[src/rtl/datapath_ctrl_pkg.sv]
// Shared encodings and decoded-instruction layout for the datapath controller.
// Latency: n/a (types, constants and pure functions only).
// Backpressure: n/a.
package datapath_ctrl_pkg;

  // Controller states, one datapath stage per cycle
  typedef enum logic [2:0] {
    S_WAIT      = 3'd0,
    S_DECODE    = 3'd1,
    S_WRITE_IMM = 3'd2,
    S_GET_A     = 3'd3,
    S_GET_B     = 3'd4,
    S_ALU       = 3'd5,
    S_WRITE_REG = 3'd6
  } state_t;

  // Instruction classes (IR[15:13])
  localparam logic [2:0] OPC_MOV = 3'b110;
  localparam logic [2:0] OPC_ALU = 3'b101;

  // Sub-operations (IR[12:11]); ADD/AND pass straight through to ALUop
  localparam logic [1:0] OP_MOV_IMM = 2'b10;
  localparam logic [1:0] OP_MOV_REG = 2'b00;
  localparam logic [1:0] OP_CMP     = 2'b01;
  localparam logic [1:0] OP_MVN     = 2'b11;

  // Writeback mux selects
  localparam logic [1:0] VSEL_C    = 2'b00;
  localparam logic [1:0] VSEL_IMM8 = 2'b10;

  // ALU operations forced by the controller (others come from op)
  localparam logic [1:0] ALU_ADD  = 2'b00;
  localparam logic [1:0] ALU_NOTB = 2'b11;

  // Decoded view of the instruction register
  typedef struct packed {
    logic [2:0]  opcode;
    logic [1:0]  op;
    logic [2:0]  rn;
    logic [2:0]  rd;
    logic [1:0]  sh;
    logic [2:0]  rm;
    logic [15:0] sximm5;
    logic [15:0] sximm8;
  } ir_fields_t;

  function automatic logic [15:0] sext8(input logic [7:0] v);
    return {{8{v[7]}}, v};
  endfunction

  function automatic logic [15:0] sext5(input logic [4:0] v);
    return {{11{v[4]}}, v};
  endfunction

endpackage

[src/rtl/datapath_controller_decoder.sv]
// Splits the instruction register into fields and sign-extended immediates.
// Latency: combinational, zero cycles.
// Backpressure: none; output follows IR continuously.
module instruction_decoder
  import datapath_ctrl_pkg::*;
(
  input  logic [15:0] ir,
  output ir_fields_t  fields
);

  // Pure field extraction; immediates are sign-extended from the low IR bits
  always_comb begin
    fields.opcode = ir[15:13];
    fields.op     = ir[12:11];
    fields.rn     = ir[10:8];
    fields.rd     = ir[7:5];
    fields.sh     = ir[4:3];
    fields.rm     = ir[2:0];
    fields.sximm5 = sext5(ir[4:0]);
    fields.sximm8 = sext8(ir[7:0]);
  end

endmodule

[src/rtl/datapath_controller.sv]
// Sequences datapath control enables for one latched 16-bit instruction, one stage per cycle.
// Latency: s edge to w=1 is 2 (MOV imm), 4 (MOV reg/MVN/CMP), 5 (ADD/AND), 1 (unsupported) cycles.
// Backpressure: w=0 while busy; load and s are ignored outside WAIT.
module datapath_controller
  import datapath_ctrl_pkg::*;
(
  input  logic        clk,
  input  logic        reset,
  input  logic [15:0] in,
  input  logic        load,
  input  logic        s,
  output logic        w,
  output logic [2:0]  readnum,
  output logic [2:0]  writenum,
  output logic        write,
  output logic [1:0]  vsel,
  output logic        loada,
  output logic        loadb,
  output logic        loadc,
  output logic        loads,
  output logic        asel,
  output logic        bsel,
  output logic [1:0]  shift,
  output logic [1:0]  ALUop,
  output logic [15:0] sximm8,
  output logic [15:0] sximm5
);

  state_t      state;
  state_t      next_state;
  logic [15:0] ir;
  ir_fields_t  f;

  instruction_decoder u_dec (
    .ir     (ir),
    .fields (f)
  );

  assign sximm8 = f.sximm8;
  assign sximm5 = f.sximm5;

  // State register
  always_ff @(posedge clk or posedge reset) begin
    if (reset) state <= S_WAIT;
    else       state <= next_state;
  end

  // Instruction register: loads only while idle, so a busy sequence never sees IR change
  always_ff @(posedge clk or posedge reset) begin
    if (reset)                         ir <= '0;
    else if (state == S_WAIT && load)  ir <= in;
  end

  // Next-state and Moore outputs; every control is 0 unless its stage asserts it
  always_comb begin
    next_state = state;
    w          = 1'b0;
    readnum    = 3'd0;
    writenum   = 3'd0;
    write      = 1'b0;
    vsel       = VSEL_C;
    loada      = 1'b0;
    loadb      = 1'b0;
    loadc      = 1'b0;
    loads      = 1'b0;
    asel       = 1'b0;
    bsel       = 1'b0;
    shift      = 2'b00;
    ALUop      = ALU_ADD;
    case (state)
      S_WAIT: begin
        w = 1'b1;
        if (s) next_state = S_DECODE;
      end
      S_DECODE: begin
        if (f.opcode == OPC_MOV && f.op == OP_MOV_IMM)      next_state = S_WRITE_IMM;
        else if (f.opcode == OPC_MOV && f.op == OP_MOV_REG) next_state = S_GET_B;
        else if (f.opcode == OPC_ALU && f.op == OP_MVN)     next_state = S_GET_B;
        else if (f.opcode == OPC_ALU)                       next_state = S_GET_A;
        else                                                next_state = S_WAIT;
      end
      S_WRITE_IMM: begin
        writenum   = f.rn;
        vsel       = VSEL_IMM8;
        write      = 1'b1;
        next_state = S_WAIT;
      end
      S_GET_A: begin
        readnum    = f.rn;
        loada      = 1'b1;
        next_state = S_GET_B;
      end
      S_GET_B: begin
        readnum    = f.rm;
        loadb      = 1'b1;
        next_state = S_ALU;
      end
      S_ALU: begin
        shift = f.sh;
        // Single-operand forms zero the A input so the ALU passes (or inverts) B
        if (f.opcode == OPC_MOV) begin
          asel  = 1'b1;
          ALUop = ALU_ADD;
        end else if (f.op == OP_MVN) begin
          asel  = 1'b1;
          ALUop = ALU_NOTB;
        end else begin
          ALUop = f.op;
        end
        // CMP only updates status flags and never writes back
        if (f.opcode == OPC_ALU && f.op == OP_CMP) begin
          loads      = 1'b1;
          next_state = S_WAIT;
        end else begin
          loadc      = 1'b1;
          next_state = S_WRITE_REG;
        end
      end
      S_WRITE_REG: begin
        writenum   = f.rd;
        vsel       = VSEL_C;
        write      = 1'b1;
        next_state = S_WAIT;
      end
      default: next_state = S_WAIT;
    endcase
  end

endmodule

[config.mk]
export PLATFORM = sky130hd
export DESIGN_NAME = datapath_controller
export DESIGN_NICKNAME = d
export VERILOG_FILES = /design/src/rtl/datapath_ctrl_pkg.sv /design/src/rtl/datapath_controller_decoder.sv /design/src/rtl/datapath_controller.sv
export SDC_FILE = /design/constraint.sdc
export NUM_CORES = 1
export LEC_CHECK = 0
export CAP_MARGIN = 0
export CORE_UTILIZATION = 39
export CTS_CLUSTER_DIAMETER = 200
export DETAILED_ROUTE_END_ITERATION = 7
export PLACE_DENSITY = 0.85
export SLEW_MARGIN = 20
export SYNTH_ARGS = -nofsm -noshare
export SYNTH_HDL_FRONTEND = slang
export SYNTH_SLANG_ARGS = --single-unit
[constraint.sdc]
create_clock -name clk -period 1.6 [get_ports clk]
set_input_delay 0.16 -clock clk [delete_from_list [all_inputs] [get_ports clk]]
set_output_delay 0.16 -clock clk [all_outputs]
set_load 0.005 [all_outputs]
Word level (Yosys, flattened, before mapping):

Index checks and enable logic that the tools add are counted.

* register bits: 19
* word-level logic and storage cells: 47
* input bits: 20
* output and inout port bits: 52

* eq/ne operators: 12
* reduce and logical (&&, ||, !) cells: 8
* mux-type cells: 25

Operators with widths (number)
* 3-bit == test (second input constant): 5
* 3-bit 2-to-1 mux: 5
* 3-bit one-hot mux with 5 select lines: 1
* 2-bit 2-to-1 mux: 6
* 3-bit one-hot mux with 2 select lines: 2
* 1-bit 2-to-1 mux: 11
* 3-bit by 2-bit == test with 1-bit output (second input constant): 2
* 1-bit logical AND: 5
* 2-bit == test (second input constant): 2
* 3-bit by 1-bit == test with 1-bit output (second input constant): 1
* 3-bit zero test: 1
* 2-bit by 1-bit == test with 1-bit output (second input constant): 1
* 2-bit zero test: 1
* 2-bit != test (second input constant): 1
* 2-bit OR reduction: 1

Depth between registers and ports, before layout:

Gate-level depths: netlist (run 1).

* depth after elaboration: 6
* gate-level depth with buffers: 6
* mapped depth without buffers: 3

By module:

Synthesis (run 1) repeated with hierarchy kept, for this count alone.

* cell total of the unflattened synthesis: 139
* area total of the unflattened synthesis: 1437.6 µm²

By module, submodules not included
* datapath_controller: area each 1077.3 µm², cells each 91, times used 1, seq. area each 475.5 µm²
* instruction_decoder: area each 360.3 µm², cells each 48, times used 1, seq. area each 0.0 µm²

Least setup slack after synthesis (run 1):

Ideal clock, no wire load.

* kind: register to register
* start point: register state[0]
* end point: register ir[0]
* library setup time: 125 ps
* data required time: 1475 ps
* arrival time: 1393 ps
* period minus slack after synthesis: 1518 ps
* buffers on the path: 3
* path slack: 82 ps
* stages on the path, launching flop included: 7
* cells stage by stage: dfrtp_1 -> buf_6 -> nor3_2 -> and2_4 -> buf_8 -> buf_12 -> mux2_4

* cells in the longest elaborated chain, start to end: 2

RTL lines
* from (decl): line datapath_controller.sv:29 `state_t state;`
* from (signal assigned): line datapath_controller.sv:45 `else state <= next_state;`
* 3-bit zero test: line datapath_controller.sv:51 `else if (state == S_WAIT && load) ir <= in;`
* 1-bit logical AND: line datapath_controller.sv:51
* to (signal assigned): line datapath_controller.sv:51
* to (decl): line datapath_controller.sv:31 `logic [15:0] ir;`

No other way between the ends.
A chain may end at the register's enable or synchronous reset.

Final worst setup path (run 1):

* start point: register state[0]
* end point: output vsel[1]

* cells in the longest elaborated chain, start to end: 2

RTL lines
* 3-bit by 2-bit == test with 1-bit output: line datapath_controller.sv:70 `case (state)`
* 2-bit 2-to-1 mux: line datapath_controller.sv:70
* to (decl): line datapath_controller.sv:16 `output logic [1:0] vsel,`

No other way between the ends.

==> metrics, run 1 <==
status finished, violations left; violated checks negative setup slack; Top Metal Used met4; CP Capture Type primary output; critical path cell sequence inv_2 > nand2_2 > nor2_1 > clkdlybuf4s50_1; critical path data arrival time 1.58 ns; vias in the first global route 1,052; cell at the slowest stage of the critical path clkdlybuf4s50_1; static leakage 0.997 nW; RD Place Congestion 0.788; WL/cell ~14 um; Pwr Density 1980 nW/um2; first-pass GRT wire length around 5 mm; Starting Density 42.6%; Net Sw Frac 33.2%; Cell Int Power 2.85 mW; CP top delay family buffers and inverters; met2 WL about 1.7 mm; part of the power in combinational logic 70.8%; Async SR Flop Fraction 100%; final hold vios 0; kind of critical path flip-flop to primary output; area share of the leading cell type in the synthesized netlist approximately 35%; initial antenna violation count 0; CTS Hold Buffers Added 0; row count 20; most frequent cells after synthesis 34 x buf_4, 19 x dfrtp_1, 10 x mux2_4, 6 x mux2_2, 6 x nor2_1; Synth-to-Final Area Change 60.1%; DR iter-0 viols 16; r2r setup slk -0.01 ns; reg2reg end ir[7]$_DFFE_PP0P_; Antenna Nets Post-Route 0; DP Area 1920 um2; Synth Cell Area 1340 um2; switching power 1.42 mW; flops & latches, synth 19; Max FO, Critical Path 5; Post-synth EDFFs 0; DRC viols 0; f_max roughly 0.57 GHz; library cells used by synthesis 31; Tcrit/Tclk final 109%; Post-Route WL 3.37 mm; largest net degree at the start of global routing 20; FF-to-FF path depth 6; Vias/cell 4.72; die area 3680 um2; Metal-1 WL 1.42 mm; die width 60.7 um; clk_lat worst skew 0.31 ns; Max Slew Vio Count 0; Setup TNS -0.683 ns; maximum vdd drop 1.01 mV; Syn Inst Count 125; Critical Path End vsel[1]; root buffer cell clkbuf_4; Top FF cell, synth dfrtp_1; H-tree levels 1; n_diodes 0; Crit. path cell count 4; syn_area_per_cell 10.7 um2; final setup fails 10; Critical Path Start Type flip-flop; Clock Skews 0.00273 ns; CTS Buf Count 3; total grt overflow 0; Tot GR Track Use 18.5%; post-layout min period 1.74 ns; clock power share under 10%; met3 wire len 181 um; hold crit path type primary input to async pin; clock-pin slew on the worst setup and hold paths 0.11 ns; data required time at the worst endpoint 1.44 ns; top cells by area, synth dfrtp_1 35%, buf_4 19%, mux2_4 11%; layout cell share with drive strength beyond 1 44.1%; Max Cap Viol 0; fin worst setup slack -0.141 ns; RSZ-0062 raised after global routing true; core area roughly 3200 um2; die height 60.7 um; I/O Buffers 69; maximum clock path buffer count 2; I/O pin count 72; dpl ws -0.131 ns; sequential share of power a little under a quarter; total clock sinks 19; YS warnings 0; via count 1,129; worst flop-to-flop path startpoint state[2]$_DFFE_PP0P_; top cell type by total area after synthesis dfrtp_1; Buf/Inv on CP 2; final non-filler cell area 2150 um2; most frequent cell after synthesis buf_4; crit path from state[0]$_DFFE_PP0P_; CTS tree yes; Seq/Total Area, Yosys 35.4%; nets between 200 and 250; max incr delay on CP 0.51 ns; drt pass-1 iters 4; HPWL after detailed placement 2.23 mm
## kinds of logic (layout without fill, tap and decap cells)
group,after synthesis,count (layout),share of synthesized area [%]
buf+inv,43,112,24.3
simple gates,32,32,15.6
mux,19,19,18.5
flops,19,19,35.4
compound gates,11,11,5.96
other cells,1,2,0.279
## state kept, by name (all words and copies together), names as in the netlist
register and count:
ir 16, state 3
## cell usage in the layout (no fill, tap or decap), types with 2 or more instances in the layout
cell              n
nor3b_2           2
buf_6             8
mux2i_1           3
o21ai_0           2
clkbuf_4          3
nor3b_4           2
conb_1            2
dfrtp_1          16
buf_12            3
mux2_4           15
buf_2             7
clkdlybuf4s50_1  53
nor2_1            6
dfrtp_2           3
and3_1            2
clkbuf_2          7
and2_1            2
inv_1             2
nand3b_1          3
and2_4            2
nand2_1           3
buf_4            26
nor4b_1           2
a22o_1            4
## per-layer routing
layer  vias to the layer above  global-route usage, %
met4                         0                   9.42
met2                        52                   30.9
met1                       538                   23.8
met5                         -                      0
li1                        532                      -
met3                         7                   2.13
## per-stage QoR
step	power [mW]	hold WS (ns)	utilization, %	std cells
after global routing	4.56	0.177	68.2	239
final	4.27	0.156	68.2	239
after floorplan	2.61	0.111	-	126
after global placement	3.38	0.495	60.9	218
after CTS	3.93	0.172	66.0	233
after detailed placement	3.45	0.502	60.9	218
## area by class of cell
class / count / area (um2)
clock inverter: 1 / 5.00
clock buffer: 3 / 22.5
fill: 257 / 1000
multi-input combinational: 64 / 618
inverter: 3 / 11.3
sequential: 19 / 479
tap: 44 / 55.1
timing repair buffer: 105 / 958
## power by group through the flow
stage	registers, mW	logic [mW]	clock network, mW
after floorplan	0.958	1.66	0
after global placement	0.961	2.42	0
after detailed placement	0.983	2.47	0
after CTS	0.983	2.70	0.248
after global routing	1.04	3.23	0.282
final	0.994	3.02	0.252
## worst reg2reg max path: stages (launching register included)
cell and delay, ns:
dfrtp_2 0.47, buf_6 0.14, buf_6 0.11, nor3_4 0.11, and2_4 0.20, buf_12 0.14
mux2_2 0.34
## what timing repair did
action                                  4_1_cts  5_1_grt
pin swaps                                     5        5
endpoints found under the setup margin       37       18
resized for setup                            41       42
buffers inserted                             11        7
hold endpoints to repair                      0        0
## how the worst min path moves through the flow
| stage | from | to | slack [ns] | cells past startpoint |
|---|---|---|---|---|
| 2_1_floorplan | reset | ir[0]$_DFFE_PP0P_ | 0.11 | 1 |
| 3_3_place_gp | reset | ir[2]$_DFFE_PP0P_ | 0.50 | 3 |
| 3_5_place_dp | reset | ir[13]$_DFFE_PP0P_ | 0.50 | 3 |
| 4_1_cts | reset | ir[9]$_DFFE_PP0P_ | 0.17 | 3 |
| 5_1_grt | reset | state[1]$_DFFE_PP0P_ | 0.18 | 3 |
| 6_report | reset | ir[14]$_DFFE_PP0P_ | 0.16 | 3 |
Power figures use the tool's default switching activity.
==> inputs of run 2 (changes only) <==
- CORE_UTILIZATION: 39 -> 42
- PLACE_DENSITY: 0.85 -> 0.9
- clock period: 1.6 -> 2.2 ns (I/O delays scaled with it)
==> run 2 against run 1 <==
  * The flow now finishes without violations
  * Routed wire length fell by 16%
  * Core utilization fell by 7.1 points
  * First-iteration DRC count up 44%
  * Die area decreased by 6.9%
  * Register-to-register slack better by 0.49 ns
  * Clock power down 28%
  * Critical path depth down 1
  * Global-route usage shrank 1.8 points
  * Critical endpoint is now ALUop[1]
  * Largest power group unchanged
  * Highest routed layer unchanged
==> metrics, run 2 (same netlist as run 1, synthesis figures left out) <==
total clock sinks 19 (unchanged); critical path data arrival time 1.91 ns (+0.33 ns); met2 WL 1.44 mm (-14%); most common cell after layout, fill and taps aside clkdlybuf4s50_1; Largest Register ir; CP Capture Type primary output; status finished, final reports clean; kind of critical path flip-flop to primary output; die height 58.5 um (-3.5%); n_diodes 0 (unchanged); DRC viols 0 (unchanged); root buffer cell clkbuf_4; I/O pin count 72 (unchanged); switching power 0.858 mW (-39%); RSZ-0062 raised after global routing true; Critical Path Start Type flip-flop; CTS Buf Count 3 (unchanged); Max Cap Viol 0 (unchanged); static leakage 0.763 nW (-24%); Max Slew Vio Count 0 (unchanged); H-tree levels 1 (unchanged); clk_lat worst skew 0.30 ns (about the same); clock-pin slew on the worst setup and hold paths 0.11 ns (about the same); flip-flop count of the largest register after layout 16 (unchanged); clock power share 7.1% (+1.2 points); first-pass GRT wire length 4.31 mm (-14%); RD Place Congestion 0.824 (+4.6%); Metal-1 WL 1.09 mm (-23%); die width 58.5 um (-3.5%); drt pass-1 iters 4 (unchanged); Cell Int Power 1.69 mW (-41%); Antenna Nets Post-Route 0 (unchanged); vias in the first global route 937 (-11%); final hold vios 0 (unchanged); initial antenna violation count 0 (unchanged); maximum vdd drop 0.638 mV (-37%); CTS tree yes; data required time at the worst endpoint 1.98 ns (+0.54 ns); Pwr Density 1370 nW/um2 (-31%); core area 3050 um2 (-3.2%); dpl ws 0.113 ns (+0.244 ns); Layout fillers 257 (unchanged); Top Metal Used met4; I/O Buffers 69 (unchanged); DP Area 1790 um2 (-6.6%); area occupied by multi-input gates 559 um2 (-9.5%); row count 20 (unchanged); part of the power in combinational logic 61.1% (-9.7 points); Register Area 478 um2 (-0.26%); Post-Route WL 2.82 mm (-16%); fin worst setup slack 0.0750 ns (+0.216 ns); sequential share of power 31.8% (+8.5 points); total grt overflow 0 (unchanged); Tot GR Track Use 16.7% (-1.8 points); HPWL after detailed placement 2.16 mm (-3.3%); Setup TNS 0 ns (+0.683 ns); Slew Limit Headroom 52.4%; Starting Density 44.0% (+1.4 points); final setup fails 0 (-10); Vias/cell 4.86 (+2.8%); WL/cell 13.5 um (-4.2%); hold crit path type primary input to async pin; Net Sw Frac 33.7% (+0.44 points); die area 3430 um2 (-6.9%); maximum clock path buffer count 2 (unchanged); Largest regs ir x16, state x3; CTS Hold Buffers Added 0 (unchanged); final non-filler cell area 1870 um2 (-13%); Max FO, Critical Path 10 (+5); layout cell share with drive strength beyond 1 19.4% (-25 points); most frequent cells in the layout 69 x clkdlybuf4s50_1, 17 x dfrtp_1, 10 x mux2_4; Clock Skews 0.00552 ns (+0.00278 ns); Synth-to-Final Area Change 39.0%; f_max ~0.47 GHz; largest net degree at the start of global routing 20 (unchanged); via count 1,015 (-10%); Tcrit/Tclk final 96.6%; nets 186 (-14%); DR iter-0 viols 23 (+7); post-layout min period approximately 2.1 ns; met3 wire len 216 um (+19%); worst-margin pin slew roughly 0.71 ns
[run 2: changes by cell type in the layout (fill, tap and decap cells not counted), moves of 7 or more]
| cell | previous run | this run |
|---|---|---|
| buf_4 | 26 | 6 |
| clkdlybuf4s50_1 | 53 | 69 |
| buf_6 | 8 | 0 |
| buf_2 | 7 | 0 |
| clkbuf_2 | 7 | 0 |
[run 2: metal layers]
layer  track usage [%]  up-vias
li1                  -      475
met1              19.2      477
met2              29.4       55
met3              3.30        8
met4              8.84        0
met5                 0        -
[run 2: power by group through the flow]
stage | sequential [mW] | combinational (mW) | clock, mW
6_report | 0.809 | 1.56 | 0.181
4_1_cts | 0.821 | 1.51 | 0.186
5_1_grt | 0.859 | 1.66 | 0.207
3_5_place_dp | 0.815 | 1.50 | 0
2_1_floorplan | 0.696 | 1.20 | 0
3_3_place_gp | 0.785 | 1.47 | 0
[run 2: per-stage QoR]
step,std cells,total power [mW],hold WS [ns],util (%)
2_1_floorplan,126,1.90,0.171,-
3_3_place_gp,201,2.25,0.525,58.7
3_5_place_dp,201,2.32,0.540,58.7
4_1_cts,205,2.52,0.347,59.9
5_1_grt,209,2.73,0.382,61.1
6_report,209,2.55,0.320,61.1
[run 2: critical path: stages, from the launching register on]
cell	delay [ns]
dfrtp_1	0.52
nor3b_2	0.38
and3_1	0.21
clkdlybuf4s50_1	0.50
[run 2: path summary, 6_finish.rpt]
path                                        end                  from  slack, ns  cells after the start
max reg2reg                   ir[7]$_DFFE_PP0P_  state[2]$_DFFE_PP0P_       0.48                      4
max                                    ALUop[1]  state[2]$_DFFE_PP0P_       0.07                      3
min reg2reg                state[0]$_DFFE_PP0P_  state[0]$_DFFE_PP0P_       0.54                      1
min in group clk              ir[8]$_DFFE_PP0P_                 in[8]       0.52                      2
min                           ir[0]$_DFFE_PP0P_                 reset       0.32                      2
max in group asynchronous  state[1]$_DFFE_PP0P_                 reset       1.38                      2
[run 2: final cells by class]
cell class	instances	share of cell area, %
Clock buffer	4	1.41
Inverter	3	0.604
Tap cell	44	2.95
Timing Repair Buffer	75	39.4
Sequential cell	19	25.6
Multi-Input combinational cell	64	30.0
[run 2: repair_timing]
item / in CTS / in global routing
gates resized for setup: 3 / 2
hold endpoints to repair: 0 / 0
gates cloned: 0 / 0
endpoints found under the setup margin: 8 / 8
setup buffers: 0 / 4
